**src/rtl/bg_stream_reader.sv**
```systemverilog
// Read side of the background frame store: numbers incoming pixels, issues background RAM
// reads and re-aligns pixel, address and background (with write forwarding) for the updater.
module bg_stream_reader #(
  parameter int ADDR_WIDTH   = 17,
  parameter int PIXEL_WIDTH  = 16,
  parameter int RAM_LAT      = 2,
  parameter int FRAME_PIXELS = 76800
) (
  input  logic                   clk,
  input  logic                   rst,
  input  logic                   enable,
  input  logic                   frame_start,
  input  logic                   pix_valid,
  input  logic [PIXEL_WIDTH-1:0] pix_data,
  input  logic                   load_in,
  output logic                   ram_rd_en,
  output logic [ADDR_WIDTH-1:0]  ram_rd_addr,
  input  logic [PIXEL_WIDTH-1:0] ram_rd_data,
  input  logic                   wr_en,
  input  logic [ADDR_WIDTH-1:0]  wr_addr,
  input  logic [PIXEL_WIDTH-1:0] wr_data,
  output logic [ADDR_WIDTH-1:0]  addr_out,
  output logic [PIXEL_WIDTH-1:0] live_out,
  output logic [PIXEL_WIDTH-1:0] bg_out,
  output logic                   active_out,
  output logic                   load_out,
  output logic                   frame_done
);

  localparam int LAST = RAM_LAT - 1;
  localparam logic [ADDR_WIDTH-1:0] LAST_ADDR = ADDR_WIDTH'(FRAME_PIXELS - 1);

  logic                   accept;
  logic [ADDR_WIDTH-1:0]  issuedAddr;
  logic [ADDR_WIDTH-1:0]  cnt_q, cnt_d;

  logic                   stgValid_q [RAM_LAT];
  logic [ADDR_WIDTH-1:0]  stgAddr_q  [RAM_LAT];
  logic [PIXEL_WIDTH-1:0] stgLive_q  [RAM_LAT];
  logic                   stgLoad_q  [RAM_LAT];
  logic                   stgHit_q   [RAM_LAT];
  logic [PIXEL_WIDTH-1:0] stgFwd_q   [RAM_LAT];

  logic                   stgValid_d [RAM_LAT];
  logic [ADDR_WIDTH-1:0]  stgAddr_d  [RAM_LAT];
  logic [PIXEL_WIDTH-1:0] stgLive_d  [RAM_LAT];
  logic                   stgLoad_d  [RAM_LAT];
  logic                   stgHit_d   [RAM_LAT];
  logic [PIXEL_WIDTH-1:0] stgFwd_d   [RAM_LAT];

  logic [ADDR_WIDTH-1:0]  holdAddr_q;
  logic [PIXEL_WIDTH-1:0] holdLive_q;
  logic [PIXEL_WIDTH-1:0] holdBg_q;

  logic                   lastValid;
  logic [PIXEL_WIDTH-1:0] bgNow;

  // Reset suppresses acceptance so no read is issued while the pipeline is being flushed.
  assign accept      = enable & pix_valid & ~rst;
  assign issuedAddr  = frame_start ? '0 : cnt_q;
  assign ram_rd_en   = accept;
  assign ram_rd_addr = issuedAddr;

  always_comb begin
    cnt_d = cnt_q;
    if (accept) begin
      cnt_d = (issuedAddr == LAST_ADDR) ? '0 : issuedAddr + ADDR_WIDTH'(1);
    end else if (frame_start) begin
      cnt_d = '0;
    end
  end

  // Shift the delay line, then let this cycle's snooped write claim any entry whose address
  // matches; the entry is checked at its next position so the latest write always wins.
  always_comb begin
    stgValid_d[0] = accept;
    stgAddr_d[0]  = issuedAddr;
    stgLive_d[0]  = pix_data;
    stgLoad_d[0]  = load_in;
    stgHit_d[0]   = 1'b0;
    stgFwd_d[0]   = '0;
    for (int k = 1; k < RAM_LAT; k++) begin
      stgValid_d[k] = stgValid_q[k-1];
      stgAddr_d[k]  = stgAddr_q[k-1];
      stgLive_d[k]  = stgLive_q[k-1];
      stgLoad_d[k]  = stgLoad_q[k-1];
      stgHit_d[k]   = stgHit_q[k-1];
      stgFwd_d[k]   = stgFwd_q[k-1];
    end
    for (int k = 0; k < RAM_LAT; k++) begin
      if (stgValid_d[k] && wr_en && (wr_addr == stgAddr_d[k])) begin
        stgHit_d[k] = 1'b1;
        stgFwd_d[k] = wr_data;
      end
    end
  end

  always_ff @(posedge clk) begin
    if (rst) begin
      cnt_q <= '0;
      for (int k = 0; k < RAM_LAT; k++) begin
        stgValid_q[k] <= 1'b0;
        stgAddr_q[k]  <= '0;
        stgLive_q[k]  <= '0;
        stgLoad_q[k]  <= 1'b0;
        stgHit_q[k]   <= 1'b0;
        stgFwd_q[k]   <= '0;
      end
    end else begin
      cnt_q <= cnt_d;
      for (int k = 0; k < RAM_LAT; k++) begin
        stgValid_q[k] <= stgValid_d[k];
        stgAddr_q[k]  <= stgAddr_d[k];
        stgLive_q[k]  <= stgLive_d[k];
        stgLoad_q[k]  <= stgLoad_d[k];
        stgHit_q[k]   <= stgHit_d[k];
        stgFwd_q[k]   <= stgFwd_d[k];
      end
    end
  end

  // The last stage lines up with the RAM data; between pixels the outputs replay the hold copy.
  assign lastValid = stgValid_q[LAST];
  assign bgNow     = stgHit_q[LAST] ? stgFwd_q[LAST] : ram_rd_data;

  always_ff @(posedge clk) begin
    if (rst) begin
      holdAddr_q <= '0;
      holdLive_q <= '0;
      holdBg_q   <= '0;
    end else if (lastValid) begin
      holdAddr_q <= stgAddr_q[LAST];
      holdLive_q <= stgLive_q[LAST];
      holdBg_q   <= bgNow;
    end
  end

  assign active_out = lastValid;
  assign addr_out   = lastValid ? stgAddr_q[LAST] : holdAddr_q;
  assign live_out   = lastValid ? stgLive_q[LAST] : holdLive_q;
  assign bg_out     = lastValid ? bgNow : holdBg_q;
  assign load_out   = lastValid & stgLoad_q[LAST];
  assign frame_done = lastValid & (stgAddr_q[LAST] == LAST_ADDR);

endmodule

```
**config.mk**
```make
export PLATFORM = sky130hd
export DESIGN_NAME = bg_stream_reader
export DESIGN_NICKNAME = d
export VERILOG_FILES = /design/src/rtl/bg_stream_reader.sv
export SDC_FILE = /design/constraint.sdc
export NUM_CORES = 1
export LEC_CHECK = 0
export CAP_MARGIN = 5
export CORE_ASPECT_RATIO = 1.4
export CORE_MARGIN = 2
export CORE_UTILIZATION = 50
export CTS_BUF_LIST = sky130_fd_sc_hd__clkbuf_4 sky130_fd_sc_hd__clkbuf_8
export DETAILED_ROUTE_END_ITERATION = 12
export GPL_TIMING_DRIVEN = 0
export PLACE_DENSITY = 0.8
export REMOVE_ABC_BUFFERS = 1
export SLEW_MARGIN = 20
export SYNTH_ARGS = -nofsm -noshare
export SYNTH_HDL_FRONTEND = slang
export SYNTH_SLANG_ARGS = --single-unit
```
**constraint.sdc**
```tcl
create_clock -name clk -period 2.4 [get_ports clk]
set_input_delay 0.24 -clock clk [delete_from_list [all_inputs] [get_ports clk]]
set_output_delay 0.24 -clock clk [all_outputs]
set_load 0.01 [all_outputs]
```
**After elaboration in Yosys (flattened, before gate mapping)**

Memories as Yosys holds them, arrays and structs flattened.
Index checks and enable logic that the tools add are counted.

- Register bits: 66
- Memory bits (writable): 104
- Input bits: 72
- Output and inout bits: 70
- Word-level logic and storage cells: 62
- Memories: 6

Memories:

| memory | depth | width | rd ports | clocked after Yosys merged registers in | write ports | RTL line | source |
|---|---|---|---|---|---|---|---|
| stgAddr_q | 2 | 17 | 2 | 0 | 2 | 38 | `logic [ADDR_WIDTH-1:0] stgAddr_q [RAM_LAT];` |
| stgFwd_q | 2 | 16 | 2 | 0 | 2 | 42 | `logic [PIXEL_WIDTH-1:0] stgFwd_q [RAM_LAT];` |
| stgLive_q | 2 | 16 | 2 | 0 | 2 | 39 | `logic [PIXEL_WIDTH-1:0] stgLive_q [RAM_LAT];` |
| stgHit_q | 2 | 1 | 2 | 0 | 2 | 41 | `logic stgHit_q [RAM_LAT];` |
| stgLoad_q | 2 | 1 | 2 | 0 | 2 | 40 | `logic stgLoad_q [RAM_LAT];` |
| stgValid_q | 2 | 1 | 2 | 0 | 2 | 37 | `logic stgValid_q [RAM_LAT];` |

- $add $sub $neg: 1
- Equal/unequal tests: 4
- Multiplexer cells: 26
- Bitwise operators: 17
- Reductions and logical operators: 4

Operators with widths:

| operator | number |
|---|---|
| two-way mux 16 bit | 9 |
| two-way mux 17 bit | 6 |
| equality test 17 bit | 2 |
| equality test 17 bit (second input constant) | 2 |
| adder 17 x 1 -> 17 bit (second input constant) | 1 |
| bitwise OR 1 bit | 12 |
| two-way mux 1 bit | 11 |
| bitwise AND 1 bit | 4 |
| logical AND 1 bit | 4 |
| NOT 1 bit | 1 |

**Longest topological paths before layout**

- Depth in word-level cells: 6
- Depth in mapped cells: 11

**Worst setup path after synthesis**

Ideal clock, no wire load.

- Kind: in2reg
- Start point: input frame_start
- End point: register cnt_q[8]
- Arrival: 1.950 ns
- Required time: 2.336 ns
- Setup slack: 0.386 ns
- Cell stages on the path: 11
- Buffers on the path: 3
- Path through: buf_6 clkbuf_1 nand2b_1 inv_1 ha_1 and3_1 nand4_4 nor2_2 a41o_2 buf_6 nor2_1

RTL lines:

| what | RTL line | source |
|---|---|---|
| from (decl) | 12 | `input logic frame_start,` |
| to (signal assigned) | 110 | `cnt_q <= cnt_d;` |
| to (decl) | 35 | `logic [ADDR_WIDTH-1:0] cnt_q, cnt_d;` |

==> impl_results.md <==
- Status: complete, no violations
- CP peak stage delay: 0.48 ns
- Io pins: 142
- Synth unique cells: 49
- Final Max Slew Viols: 0
- Bufs on Longest Clock Path: 2
- Worst min path class: in -> reg
- Commonest non-fill, non-tap cell in the layout: dfxtp_1
- Die width: 103 um
- Max-slew headroom: 54.7%
- Initial antenna violation count: 0
- Mapped cell area: 0.00691 sq mm
- Synth Instances: 682
- Die footprint: 0.0148 sq mm
- CTS tree: done
- DRT antenna net count: 0
- Cts bufs inserted: 17
- Later-pin clock latency in the skew report: 0.45 ns
- Seq/Total Area, Yosys: 49.3%
- Largest net degree at the start of global routing: 98
- First-pass GRT wire length: 23,400 um
- Sequential power share: 55.5%
- # rows: 50
- Worst-path cell chain: buf_12 > mux2_2 > clkdlybuf4s50_1
- Port bufs: 141
- Int Pwr: 3.95 mW
- Root buffer cell: clkbuf_8
- # DRC: 0
- Chip Height: 143 um
- TNS Setup: 0 ns
- Ys flop type: dfxtp_1
- CP Launch Type: flip-flop
- CP max FO: 34
- Clk sinks: 170
- Area grow syn2layout: 26.5%
- Initial core utilization: 51.4%
- Post-synth EDFFs: 0
- Number of diodes: 0
- IR drop worst, VDD: 0.335 mV
- Worst Path Arrival: 1.91 ns
- Ys async rst share: 0%
- Yosys reg bits: 170
- P_sw: 1.23 mW
- Clock Power Share: 36.9%
- Endpoints failing setup: 0
- Leakage: 3.26 nW
- Syn_area_per_cell: 10.1 sq um
- Yosys warning count: 0
- Drt first pass iters: 4
- Net Sw Frac: 23.7%
- Crit path time final: 2.15 ns
- Core area: 0.0135 sq mm
- Vias: 4,977
- Critical path data required time: 2.16 ns
- Hpwl dp: 10,500 um
- Critical path class: reg -> out
- Number of global-route vias before repair: 5,008
- R2r setup slk: 0.33 ns
- Final Hold Fails: 0
- Final GP Congestion: 0.882
- CTS clk-pin slew, worst paths: 0.08 ns
- Max-cap violations: 0
- Power per cell area: 592 mW/mm^2
- Via-to-Cell Ratio: 5.03
- Fmax: 465 MHz
- Drt wl/cell: 15.1 um
- GRT Residual Overflow: 0
- Worst-Margin Slew: 0.677 ns
- Final period util: 89.6%
- Most frequent cells in the layout: dfxtp_1, clkdlybuf4s50_1, nor2b_1
- CP Capture Type: primary output
- CTS HTree Levels: 4
- Combinational power share: 7.6%
- Layout Nets: 869
- Final worst clock skew: 0.0127 ns
- Share of layout cells above drive strength 1: 12.1%
- GRT Util Overall: 20.5%
- Slowest stage cell, crit path: clkdlybuf4s50_1
- First DRT Iteration DRCs: 129
- RSZ-0062 raised after global routing: no
- # hold bufs at CTS: 0
- Detailed Route WL: 14,900 um
- Total Power: 5.17 mW
## power by group through the flow
stage          registers, mW  logic [mW]  clock network, mW
4_1_cts                 2.87       0.392               1.96
2_1_floorplan           2.94       0.132                  0
3_3_place_gp            2.94       0.371                  0
5_1_grt                 2.87       0.426               2.08
3_5_place_dp            2.95       0.378                  0
6_report                2.87       0.395               1.91
## Yosys cell counts, types with 6 or more instances
cell / number / area [sq um]
dfxtp_1: 170 / 3400
nor2b_1: 128 / 801
nor2_1: 55 / 206
nand2b_1: 36 / 225
xnor2_1: 34 / 298
mux2_2: 33 / 372
mux2i_1: 32 / 320
clkbuf_1: 24 / 90.1
buf_4: 20 / 150
inv_1: 20 / 75.1
a21oi_1: 17 / 85.1
nor3_1: 14 / 70.1
nor3_2: 9 / 90.1
o21ai_0: 7 / 35.0
xor2_1: 7 / 61.3
a31oi_1: 6 / 37.5
nand2_1: 6 / 22.5
nand4_1: 6 / 37.5
nor4bb_1: 6 / 60.1
## final cells by class
class,instances,area [sq um]
clock buffers,19,255
clock inverters,12,116
fillers,1080,4710
inverters,21,78.8
multi-input cells,438,3120
flip-flops and latches,170,3410
well taps,182,228
repair buffers,148,1520
## state kept, by name, summed over array words and instances, names as in the netlist
| name | cells |
|---|---|
| cnt_q | 17 |
| holdBg_q | 16 |
| holdLive_q | 16 |
| stgLive_q | 32 |
| stgValid_q | 2 |
| stgAddr_q | 34 |
| holdAddr_q | 17 |
| stgFwd_q | 32 |
| stgLoad_q | 2 |
| stgHit_q | 2 |
## what timing repair did
| item | CTS | global route |
|---|---|---|
| gates cloned | 0 | 0 |
| resized for setup | 3 | 1 |
| buffers inserted | 2 | 2 |
| pin swaps | 0 | 0 |
| endpoints found under the setup margin | 50 | 14 |
## worst max-delay path, delay by kind of cell, from the launching register on
family	cells	cell delay, ns
mux	1	0.36
flops	1	0.43
buf+inv	2	0.68
## cell families (layout without fill, tap and decap cells)
family,Yosys count,count (layout),synth area share [%]
and+or+nand+nor,291,291,26.2
DFF,170,170,49.3
buffers and inverters,74,200,5.74
muxes,65,65,10.0
xor gates and xnor gates,41,41,5.20
AOI/OAI and AO/OA,40,40,3.37
adders and majority gates,1,1,0.181
## per-stage QoR
| stage | instances | hold slack [ns] | util [%] | setup WS (ns) | cell area [sq um] |
|---|---|---|---|---|---|
| detailed placement | 955 | 0.429 | 61.6 | -0.163 | 8280 |
| finish | 990 | 0.190 | 65.0 | 0.250 | 8740 |
| floorplan | 629 | 0.311 | - | -0.103 | 6590 |
| CTS | 988 | 0.163 | 64.7 | 0.0342 | 8710 |
| global route | 990 | 0.175 | 65.0 | 0.136 | 8740 |
| global placement | 952 | 0.418 | 61.2 | -3.23 | 8230 |
## layer usage
layer  track usage, %  wire length, um  vias to the layer above
met4             9.49              484                        0
met1             21.7             5770                     2369
met2             37.0             7920                      140
met5                0                0                        -
li1                 -                -                     2440
met3             5.29              738                       28
## worst paths after layout
kind / from / to / depth (start not counted)
min: rst / stgLive_q[0][23] / 2
max reg2reg: cnt_q[0] / cnt_q[3] / 8
min reg2reg: stgLive_q[0][14] / stgLive_q[0][30] / 1
max: stgValid_q[0][1] / live_out[5] / 3
Note: power is estimated with default switching activity, not from simulation.
